$ cat config.mk
export PLATFORM = sky130hd
export DESIGN_NAME = instruction_memory_loader_flat
export DESIGN_NICKNAME = d
export VERILOG_FILES = /design/src/rtl/instruction_memory_loader_if.sv /design/src/rtl/instruction_memory_loader.sv /design/src/flat_wrapper.sv
export SDC_FILE = /design/constraint.sdc
export NUM_CORES = 1
export LEC_CHECK = 0
export CAP_MARGIN = 20
export CORE_AREA = 2 2 79 81
export DETAILED_ROUTE_END_ITERATION = 8
export DIE_AREA = 0 0 81 83
export PLACE_DENSITY = 0.81
export SYNTH_ARGS = -nofsm -noshare
export SYNTH_HDL_FRONTEND = slang
export SYNTH_SLANG_ARGS = --single-unit
$ cat constraint.sdc
create_clock -name clock -period 2 [get_ports clock]
set_input_delay 0.4 -clock clock [delete_from_list [all_inputs] [get_ports clock]]
set_output_delay 0.4 -clock clock [all_outputs]
set_load 0.02 [all_outputs]
$ cat src/rtl/instruction_memory_loader_if.sv
// Stream-in / byte-write-out bundle for the instruction memory loader.
// The loader attaches to the slave modport, and the word source attaches to the master modport.
interface instruction_memory_loader_if #(
  parameter int ADDR_WIDTH = 9
);
  logic                  start;
  logic [31:0]           wordIn;
  logic                  wordValid;
  logic                  lastWord;
  logic                  wordReady;
  logic                  memWriteEnable;
  logic [ADDR_WIDTH-1:0] memWriteAddress;
  logic [7:0]            memWriteData;
  logic                  busy;
  logic                  done;
  logic                  overflow;
  logic [ADDR_WIDTH-2:0] wordsLoaded;

  modport master (
    output start, wordIn, wordValid, lastWord,
    input  wordReady, memWriteEnable, memWriteAddress, memWriteData,
    input  busy, done, overflow, wordsLoaded
  );

  modport slave (
    input  start, wordIn, wordValid, lastWord,
    output wordReady, memWriteEnable, memWriteAddress, memWriteData,
    output busy, done, overflow, wordsLoaded
  );
endinterface

$ cat src/rtl/instruction_memory_loader.sv
// Loads 32-bit instruction words into a byte-wide memory as four big-endian byte writes.
// All outputs are decoded from registered state only.
module instruction_memory_loader #(
  parameter int MEM_BYTES  = 512,
  parameter int ADDR_WIDTH = 9,
  parameter int START_ADDR = 0
) (
  input  logic                          clock,
  input  logic                          reset,
  instruction_memory_loader_if.slave    bus
);

  localparam logic [2:0] ST_IDLE   = 3'd0;
  localparam logic [2:0] ST_ACCEPT = 3'd1;
  localparam logic [2:0] ST_WRITE  = 3'd2;
  localparam logic [2:0] ST_DONE   = 3'd3;
  localparam logic [2:0] ST_ERROR  = 3'd4;

  // One extra address bit so that the address just past the end of memory stays distinguishable from 0.
  localparam logic [ADDR_WIDTH:0] START_A  = (ADDR_WIDTH+1)'(START_ADDR);
  localparam logic [ADDR_WIDTH:0] LAST_FIT = (ADDR_WIDTH+1)'(MEM_BYTES - 4);

  logic [2:0]            state_reg,    state_next;
  logic [ADDR_WIDTH:0]   addr_reg,     addr_next;
  logic [1:0]            byte_idx_reg, byte_idx_next;
  logic [31:0]           word_reg,     word_next;
  logic                  last_reg,     last_next;
  logic [ADDR_WIDTH-2:0] words_reg,    words_next;

  logic [7:0] word_bytes [4];
  logic       in_write;

  // word_bytes[0] holds the most significant byte, so byte index 0 lands at the lowest address.
  for (genvar gi = 0; gi < 4; gi++) begin : g_bytes
    assign word_bytes[gi] = word_reg[31-8*gi -: 8];
  end

  always_comb begin
    state_next    = state_reg;
    addr_next     = addr_reg;
    byte_idx_next = byte_idx_reg;
    word_next     = word_reg;
    last_next     = last_reg;
    words_next    = words_reg;
    case (state_reg)
      ST_IDLE, ST_DONE, ST_ERROR: begin
        if (bus.start) begin
          state_next = ST_ACCEPT;
          addr_next  = START_A;
          words_next = '0;
        end
      end
      ST_ACCEPT: begin
        if (bus.wordValid) begin
          if (addr_reg <= LAST_FIT) begin
            word_next     = bus.wordIn;
            last_next     = bus.lastWord;
            byte_idx_next = 2'd0;
            state_next    = ST_WRITE;
          end else begin
            state_next = ST_ERROR;
          end
        end
      end
      ST_WRITE: begin
        byte_idx_next = byte_idx_reg + 2'd1;
        if (byte_idx_reg == 2'd3) begin
          addr_next  = addr_reg + (ADDR_WIDTH+1)'(4);
          words_next = words_reg + (ADDR_WIDTH-1)'(1);
          state_next = last_reg ? ST_DONE : ST_ACCEPT;
        end
      end
      default: state_next = ST_IDLE;
    endcase
  end

  always_ff @(posedge clock) begin
    if (reset) begin
      state_reg    <= ST_IDLE;
      addr_reg     <= '0;
      byte_idx_reg <= 2'd0;
      word_reg     <= '0;
      last_reg     <= 1'b0;
      words_reg    <= '0;
    end else begin
      state_reg    <= state_next;
      addr_reg     <= addr_next;
      byte_idx_reg <= byte_idx_next;
      word_reg     <= word_next;
      last_reg     <= last_next;
      words_reg    <= words_next;
    end
  end

  assign in_write            = (state_reg == ST_WRITE);
  assign bus.wordReady       = (state_reg == ST_ACCEPT);
  assign bus.memWriteEnable  = in_write;
  assign bus.memWriteAddress = in_write
                             ? addr_reg[ADDR_WIDTH-1:0] + {{(ADDR_WIDTH-2){1'b0}}, byte_idx_reg}
                             : '0;
  assign bus.memWriteData    = in_write ? word_bytes[byte_idx_reg] : 8'h00;
  assign bus.busy            = (state_reg == ST_ACCEPT) || in_write;
  assign bus.done            = (state_reg == ST_DONE);
  assign bus.overflow        = (state_reg == ST_ERROR);
  assign bus.wordsLoaded     = words_reg;

endmodule

$ cat src/flat_wrapper.sv
// flat-port wrapper written by rule: the top's interface ports become plain ports
module instruction_memory_loader_flat 
#(
  parameter int MEM_BYTES  = 512,
  parameter int ADDR_WIDTH = 9,
  parameter int START_ADDR = 0
)
  (clock, reset, bus_start, bus_wordIn, bus_wordValid, bus_lastWord, bus_wordReady, bus_memWriteEnable, bus_memWriteAddress, bus_memWriteData, bus_busy, bus_done, bus_overflow, bus_wordsLoaded);
  instruction_memory_loader_if #(.ADDR_WIDTH(ADDR_WIDTH)) bus_i ();
  input  logic clock;
  input  logic reset;
  input wire logic [$bits(bus_i.start)-1:0] bus_start;
  input wire logic [$bits(bus_i.wordIn)-1:0] bus_wordIn;
  input wire logic [$bits(bus_i.wordValid)-1:0] bus_wordValid;
  input wire logic [$bits(bus_i.lastWord)-1:0] bus_lastWord;
  output wire logic [$bits(bus_i.wordReady)-1:0] bus_wordReady;
  output wire logic [$bits(bus_i.memWriteEnable)-1:0] bus_memWriteEnable;
  output wire logic [$bits(bus_i.memWriteAddress)-1:0] bus_memWriteAddress;
  output wire logic [$bits(bus_i.memWriteData)-1:0] bus_memWriteData;
  output wire logic [$bits(bus_i.busy)-1:0] bus_busy;
  output wire logic [$bits(bus_i.done)-1:0] bus_done;
  output wire logic [$bits(bus_i.overflow)-1:0] bus_overflow;
  output wire logic [$bits(bus_i.wordsLoaded)-1:0] bus_wordsLoaded;
  assign bus_i.start = bus_start;
  assign bus_i.wordIn = bus_wordIn;
  assign bus_i.wordValid = bus_wordValid;
  assign bus_i.lastWord = bus_lastWord;
  assign bus_wordReady = bus_i.wordReady;
  assign bus_memWriteEnable = bus_i.memWriteEnable;
  assign bus_memWriteAddress = bus_i.memWriteAddress;
  assign bus_memWriteData = bus_i.memWriteData;
  assign bus_busy = bus_i.busy;
  assign bus_done = bus_i.done;
  assign bus_overflow = bus_i.overflow;
  assign bus_wordsLoaded = bus_i.wordsLoaded;
  instruction_memory_loader #(.MEM_BYTES(MEM_BYTES), .ADDR_WIDTH(ADDR_WIDTH), .START_ADDR(START_ADDR)) u_core (.clock(clock), .reset(reset), .bus(bus_i));
endmodule
==> results of run 1 <==
==> power breakdown <==
part / leakage [nW] / internal [mW] / switching [mW]
sequential: 0.438 / 1.11 / 0.0173
clock: 0.0441 / 0.247 / 0.353
combinational: 0.838 / 0.182 / 0.154
total: 1.32 / 1.54 / 0.524
==> cells by family (layout without fill, tap and decap cells) <==
| logic type | count (synthesis) | in the layout |
|---|---|---|
| xor gates and xnor gates | 6 | 6 |
| DFF | 54 | 54 |
| and+or+nand+nor | 145 | 145 |
| buffers and inverters | 21 | 102 |
| muxes | 10 | 10 |
| AOI/OAI and AO/OA | 65 | 65 |
| adders and majority gates | 3 | 3 |
==> through the flow <==
| step | TNS (ns) | util | setup WS, ns | hold WS [ns] | power (mW) |
|---|---|---|---|---|---|
| after detailed placement | -1.52 | 0.589 | -0.139 | 0.447 | 1.48 |
| after floorplan | 0 | - | 0.0261 | 0.432 | 1.31 |
| final | -0.137 | 0.617 | -0.0425 | 0.460 | 2.06 |
| after CTS | -0.345 | 0.605 | -0.0974 | 0.462 | 2.08 |
| after global placement | -0.879 | 0.589 | -0.0822 | 0.439 | 1.47 |
| after global routing | -0.413 | 0.617 | -0.102 | 0.487 | 2.16 |
==> path summary, 6_finish.rpt <==
check	cells after the start	to	start
max	5	bus_memWriteData[1]	u_core.byte_idx_reg[0]$_SDFFE_PP0P_
min	2	u_core.last_reg$_SDFFE_PP0P_	u_core.last_reg$_SDFFE_PP0P_
max reg2reg	8	u_core.bus.wordsLoaded[6]$_SDFFE_PP0P_	u_core.byte_idx_reg[0]$_SDFFE_PP0P_
min reg2reg	2	u_core.last_reg$_SDFFE_PP0P_	u_core.last_reg$_SDFFE_PP0P_
==> cell type report <==
class                           instances  area, sq um
Multi-Input combinational cell        229         1410
Tap cell                               75         93.8
Timing Repair Buffer                   94          911
Sequential cell                        54         1080
Clock inverter                          3         21.3
Fill cell                             531         2230
Clock buffer                            5         68.8
==> worst max-delay path, cell delays in order (launching register included) <==
cell     delay [ns]
dfxtp_2        0.36
buf_6          0.10
buf_6          0.11
mux4_2         0.50
and2_4         0.16
buf_6          0.12
==> layer usage <==
layer,track usage,vias up,part of all wire
li1,-,1196,-
met3,0.0380,2,0.056
met2,0.334,70,0.52
met5,0,-,0
met4,0.0447,0,0.0031
met1,0.225,1088,0.43
==> cell usage in the layout, fill, tap and decap left out, types with 7 or more instances in the layout <==
cell type	count
or3_1	8
buf_6	12
clkdlybuf4s15_2	7
mux4_2	8
o21ai_0	8
nand2_1	74
nor2_1	13
and2_4	8
clkdlybuf4s50_1	44
a21oi_1	46
and2_1	11
dfxtp_1	53
buf_4	22
==> what timing repair did <==
| action | in CTS | in global routing |
|---|---|---|
| setup buffers | 2 | 0 |
| pin swaps | 1 | 7 |
| gates resized for setup | 76 | 28 |
| endpoints found under the setup margin | 22 | 20 |
==> results.md, run 1 <==
- Clk_skew: 0.00914 ns
- Max reg flops: 32
- GRT Total Usage: 0.187
- Antenna viol nets, final: 0
- Port bufs: 66
- Critical path fanouts, max: 4
- Gp weighted congestion: 0.759
- Site row count: 28
- Post-route setup slack: -0.0425 ns
- Via count: 2356
- Chip height: 83 microns
- Sequential share of the synthesized area: 0.426
- Core ar.: 5820 sq um
- Reg-to-reg setup timing slack: 0.17 ns
- Clk Tree Root Cell: clkbuf_8
- H-tree levels: 2
- Area Overhead vs Synth: 41.4%
- Post-Synthesis Cell Area: 2540 sq um
- Critical path arrival: 1.64 ns
- Starting Density: 0.436
- Placed cell count: 450
- Post-synth top area cell: dfxtp_1
- DR WL/cell: 13.3 microns
- Cell with the most instances after synthesis: nand2_1
- Die footprint: 6720 sq um
- Compound-Gate Fraction of Synth Area: 0.140
- P_leak: 1.32 nW
- Final net count: 424
- Clock transition at path regs: 0.09 ns
- Number of buffers created by CTS: 5
- Post-synth ARST share: 0
- Final Hold Fails: 0
- Worst-Margin Slew: 0.428 ns
- IO Pins: 67
- Synth Warn #: 0
- Final wirelength: 6100 microns
- Status: finished, violations left
- Clock Sinks: 54
- Initial antenna violation count: 0
- CTS max path bufs: 2
- Power Density: 574 nW/um^2
- Hold Path Class: flop to flop
- Routed vias/inst: 5.12
- Non-Filler Instances: 460
- EDFF count, synth: 0
- Placed cell area: 3420 sq um
- Iter 0 DRT Violations: 91
- Largest family of logic cells by synthesized area: simple AND/OR/NAND/NOR gates
- Most instantiated cells after synthesis: 74 x nand2_1, 54 x dfxtp_1, 46 x a21oi_1
- Final worst-path cycle share: 1.02
- Max-slew violation count: 0
- #FFs+latches synth: 54
- Avg Synthesized Cell Area: 8.34 sq um
- Mux share of post-synthesis cell area: 0.0789
- CP Capture Type: primary output
- Antenna cells: 0
- Crit start category: flop
- # setup viols final: 4
- Main area contributors after synthesis: dfxtp_1 43%, nand2_1 11%, a21oi_1 9.1%, mux4_2 7.1%, and2_1 4.7%
- Post-Synth Simple-Gate Area: 0.283
- Slew HR: 0.714
- Yosys top cell area share: 0.426
- Ratio of cells with drive above 1 in the final layout: 0.210
- Post-DP HPWL: 4360 microns
- Worst skew pair latency: 0.30 ns
- Netlist cell types: 40
- Peak supply drop: 0.391 mV
- Max Fclk: 490 MHz
- Total gr overflow: 0
- Die Width: 81 microns
- Crit path required time: 1.60 ns
- Adder-cell area share of the yosys netlist: 0.0148
- Crit path time final: 2.04 ns
- Dominant synthesized flop cell: dfxtp_1
- Synth Area in XOR/XNOR: 0.0207
- Vias in the first global route: 2356
- Fin area: 3590 sq um
- CTS tree: built
- Failing checks: negative setup slack
- Critical path class: flop to primary output
- Largest net degree at the start of global routing: 43
- First-pass GRT wire length: 10200 microns
- Synthesized Nets: 344
- Max Cap Viol: 0
- DRC violations left: 0
- Hold-fix buffers, CTS: 0
- RSZ-0062 raised after global routing: true
- 1st-pass router iterations: 5
- Mapped Cells: 304
(Power assumes the default switching activity.)
==> run 2, diff against run 1 <==
- CTS_BUF_LIST: not set -> sky130_fd_sc_hd__clkbuf_8
- GPL_TIMING_DRIVEN: not set -> 0
==> results.md, run 2 (same netlist as run 1, synthesis figures left out) <==
- Worst setup path startpoint: u_core.byte_idx_reg[0]$_SDFFE_PP0P_
- CTS tree: built
- Iter 0 DRT Violations: 112 (+23%)
- Critical path class: flop to primary output
- DR WL/cell: 14.7 microns (+11%)
- Starting Density: 0.436 (unchanged)
- Status: finished, violations left
- Clk Tree Root Cell: clkbuf_8
- Max Cap Viol: 0 (unchanged)
- CP Capture Type: primary output
- Reg2Reg Launch Point: u_core.byte_idx_reg[0]$_SDFFE_PP0P_
- CP cell instances: buf_12 -> mux4_2 -> and2_4 -> buf_6
- CP max stage delay: 0.50 ns (about the same)
- Most frequent cells in the layout: 74 x nand2_1, 50 x dfxtp_1, 46 x a21oi_1
- Worst-Margin Slew: 0.575 ns (+0.146 ns)
- Post-route setup slack: -0.00890 ns (+0.0336 ns)
- Hold path start: reset
- Largest net degree at the start of global routing: 17 (-60%)
- H-tree levels: 2 (unchanged)
- Antenna cells: 0 (unchanged)
- Via count: 2455 (+4.2%)
- P_leak: 1.36 nW (+2.8%)
- Ratio of cells with drive above 1 in the final layout: 0.230 (+0.0196)
- Core ar.: 5820 sq um (unchanged)
- Failing checks: negative setup slack
- Gp weighted congestion: 0.840 (+11%)
- Place WS: -0.717 ns (-0.578 ns)
- Total gr overflow: 0 (unchanged)
- Die footprint: 6720 sq um (unchanged)
- Antenna viol nets, final: 0 (unchanged)
- Initial antenna violation count: 0 (unchanged)
- Clock Sinks: 54 (unchanged)
- Commonest non-fill, non-tap cell in the layout: nand2_1
- 1st-pass router iterations: 4 (-1)
- CTS max path bufs: 2 (unchanged)
- IO Pins: 67 (unchanged)
- Post-DP HPWL: 4620 microns (+5.9%)
- Non-Filler Instances: 462 (+0.43%)
- Crit path required time: 1.60 ns (about the same)
- Final net count: 426 (+0.47%)
- First-pass GRT wire length: 11000 microns (+7.9%)
- Die Width: 81 microns (unchanged)
- Final worst-path cycle share: 1.00 (-0.0168)
- Chip height: 83 microns (unchanged)
- Max reg flops: 32 (unchanged)
- Final wirelength: 6780 microns (+11%)
- Clock transition at path regs: 0.10 ns (about the same)
- Fill count: 521 (-1.9%)
- CP bufs+invs: 2 (-1)
- Port bufs: 65 (-1.5%)
- Routed vias/inst: 5.31 (+3.8%)
- Worst skew pair latency: 0.32 ns (+0.02 ns)
- Max Fclk: 498 MHz (+1.7%)
- Critical path arrival: 1.61 ns (-0.03 ns)
- Peak supply drop: 0.364 mV (-6.8%)
- Vias in the first global route: 2468 (+4.8%)
- Critical path fanouts, max: 5 (+1)
- Slew HR: 0.617 (-0.0974)
- Final Hold Fails: 0 (unchanged)
- Placed cell count: 444 (-1.3%)
- Slowest CP cell: mux4_2
- Power Density: 607 nW/um^2 (+5.7%)
- Hold Path Class: input pin to flop
- Hold-fix buffers, CTS: 0 (unchanged)
- DRC violations left: 0 (unchanged)
- Crit path time final: 2.01 ns (-0.0336 ns)
- Number of buffers created by CTS: 5 (unchanged)
- Clk_skew: 0.0118 ns (+0.00264 ns)
- Family with the most delay on the worst path: multiplexers
- Max-slew violation count: 0 (unchanged)
- Area Overhead vs Synth: 43.1%
- Fin area: 3630 sq um (+1.2%)
- RSZ-0062 raised after global routing: true
- GRT Total Usage: 0.207 (+0.0205)
- Placed cell area: 3280 sq um (-4.2%)
- Final Total Pwr: 2.20 mW (+6.9%)
- Crit start category: flop
- Site row count: 28 (unchanged)
- # setup viols final: 2 (-2)
run 2: path summary, 6_finish.rpt:
check | to | slack [ns] | depth (start not counted)
worst max-delay path | bus_memWriteData[3] | -0.009 | 4
worst min-delay path | u_core.state_reg[0]$_SDFFE_PP0P_ | 0.42 | 2
worst max register to register | u_core.bus.wordsLoaded[5]$_SDFFE_PP0P_ | 0.08 | 6
worst min register to register | u_core.word_bytes[14]$_SDFFE_PP0P_ | 0.46 | 2
run 2: repair_timing:
item                                    in CTS  in global routing
hold endpoints to repair                     0                  0
gates cloned                                 2                  1
resized for setup                          145                 32
endpoints found under the setup margin      22                 38
setup buffers                               10                  3
pin swaps                                    2                  8
run 2: stage by stage:
stage | hold WS, ns | util | TNS [ns]
CTS | 0.384 | 0.617 | -0.518
global placement | 0.439 | 0.564 | -17.48
floorplan | 0.432 | - | 0
detailed placement | 0.443 | 0.564 | -19.03
finish | 0.422 | 0.624 | -0.0127
global route | 0.418 | 0.624 | -0.374
run 2: layout make-up:
| class | instances | area (sq um) | area share |
|---|---|---|---|
| well taps | 75 | 93.8 | 0.0259 |
| plain buffers | 18 | 110 | 0.0303 |
| flip-flops and latches | 54 | 1090 | 0.301 |
| multi-input cells | 229 | 1440 | 0.397 |
| clock buffers | 5 | 68.8 | 0.0190 |
| repair buffers | 78 | 779 | 0.215 |
| clock inverters | 3 | 41.3 | 0.0114 |
run 2: per-layer routing:
| layer | share of wire | wire, microns | GRT usage | vias to the layer above |
|---|---|---|---|---|
| li1 | - | - | - | 1206 |
| met5 | 0 | 0 | 0 | - |
| met2 | 0.51 | 3450 | 0.363 | 76 |
| met4 | 0.017 | 113 | 0.0616 | 0 |
| met1 | 0.42 | 2830 | 0.254 | 1163 |
| met3 | 0.057 | 388 | 0.0391 | 10 |
run 2: power by group:
| part | internal (mW) | total [mW] | switching [mW] |
|---|---|---|---|
| clock | 0.369 | 0.730 | 0.361 |
| combinational | 0.178 | 0.344 | 0.166 |
| sequential | 1.11 | 1.13 | 0.0213 |
| total | 1.65 | 2.20 | 0.548 |
run 2: worst register-to-register path, delay by kind of cell (launching register included):
family / cells / cell delay (ns)
compound gates: 2 / 0.49
simple gates: 2 / 0.64
fa+ha+maj: 1 / 0.23
buf+inv: 1 / 0.12
flops: 1 / 0.38
==> run 3, diff against run 2 <==
- CAP_MARGIN: 20 -> 40
==> results of run 3 <==
Final layout, timing and power as in run 2 (identical DEF).
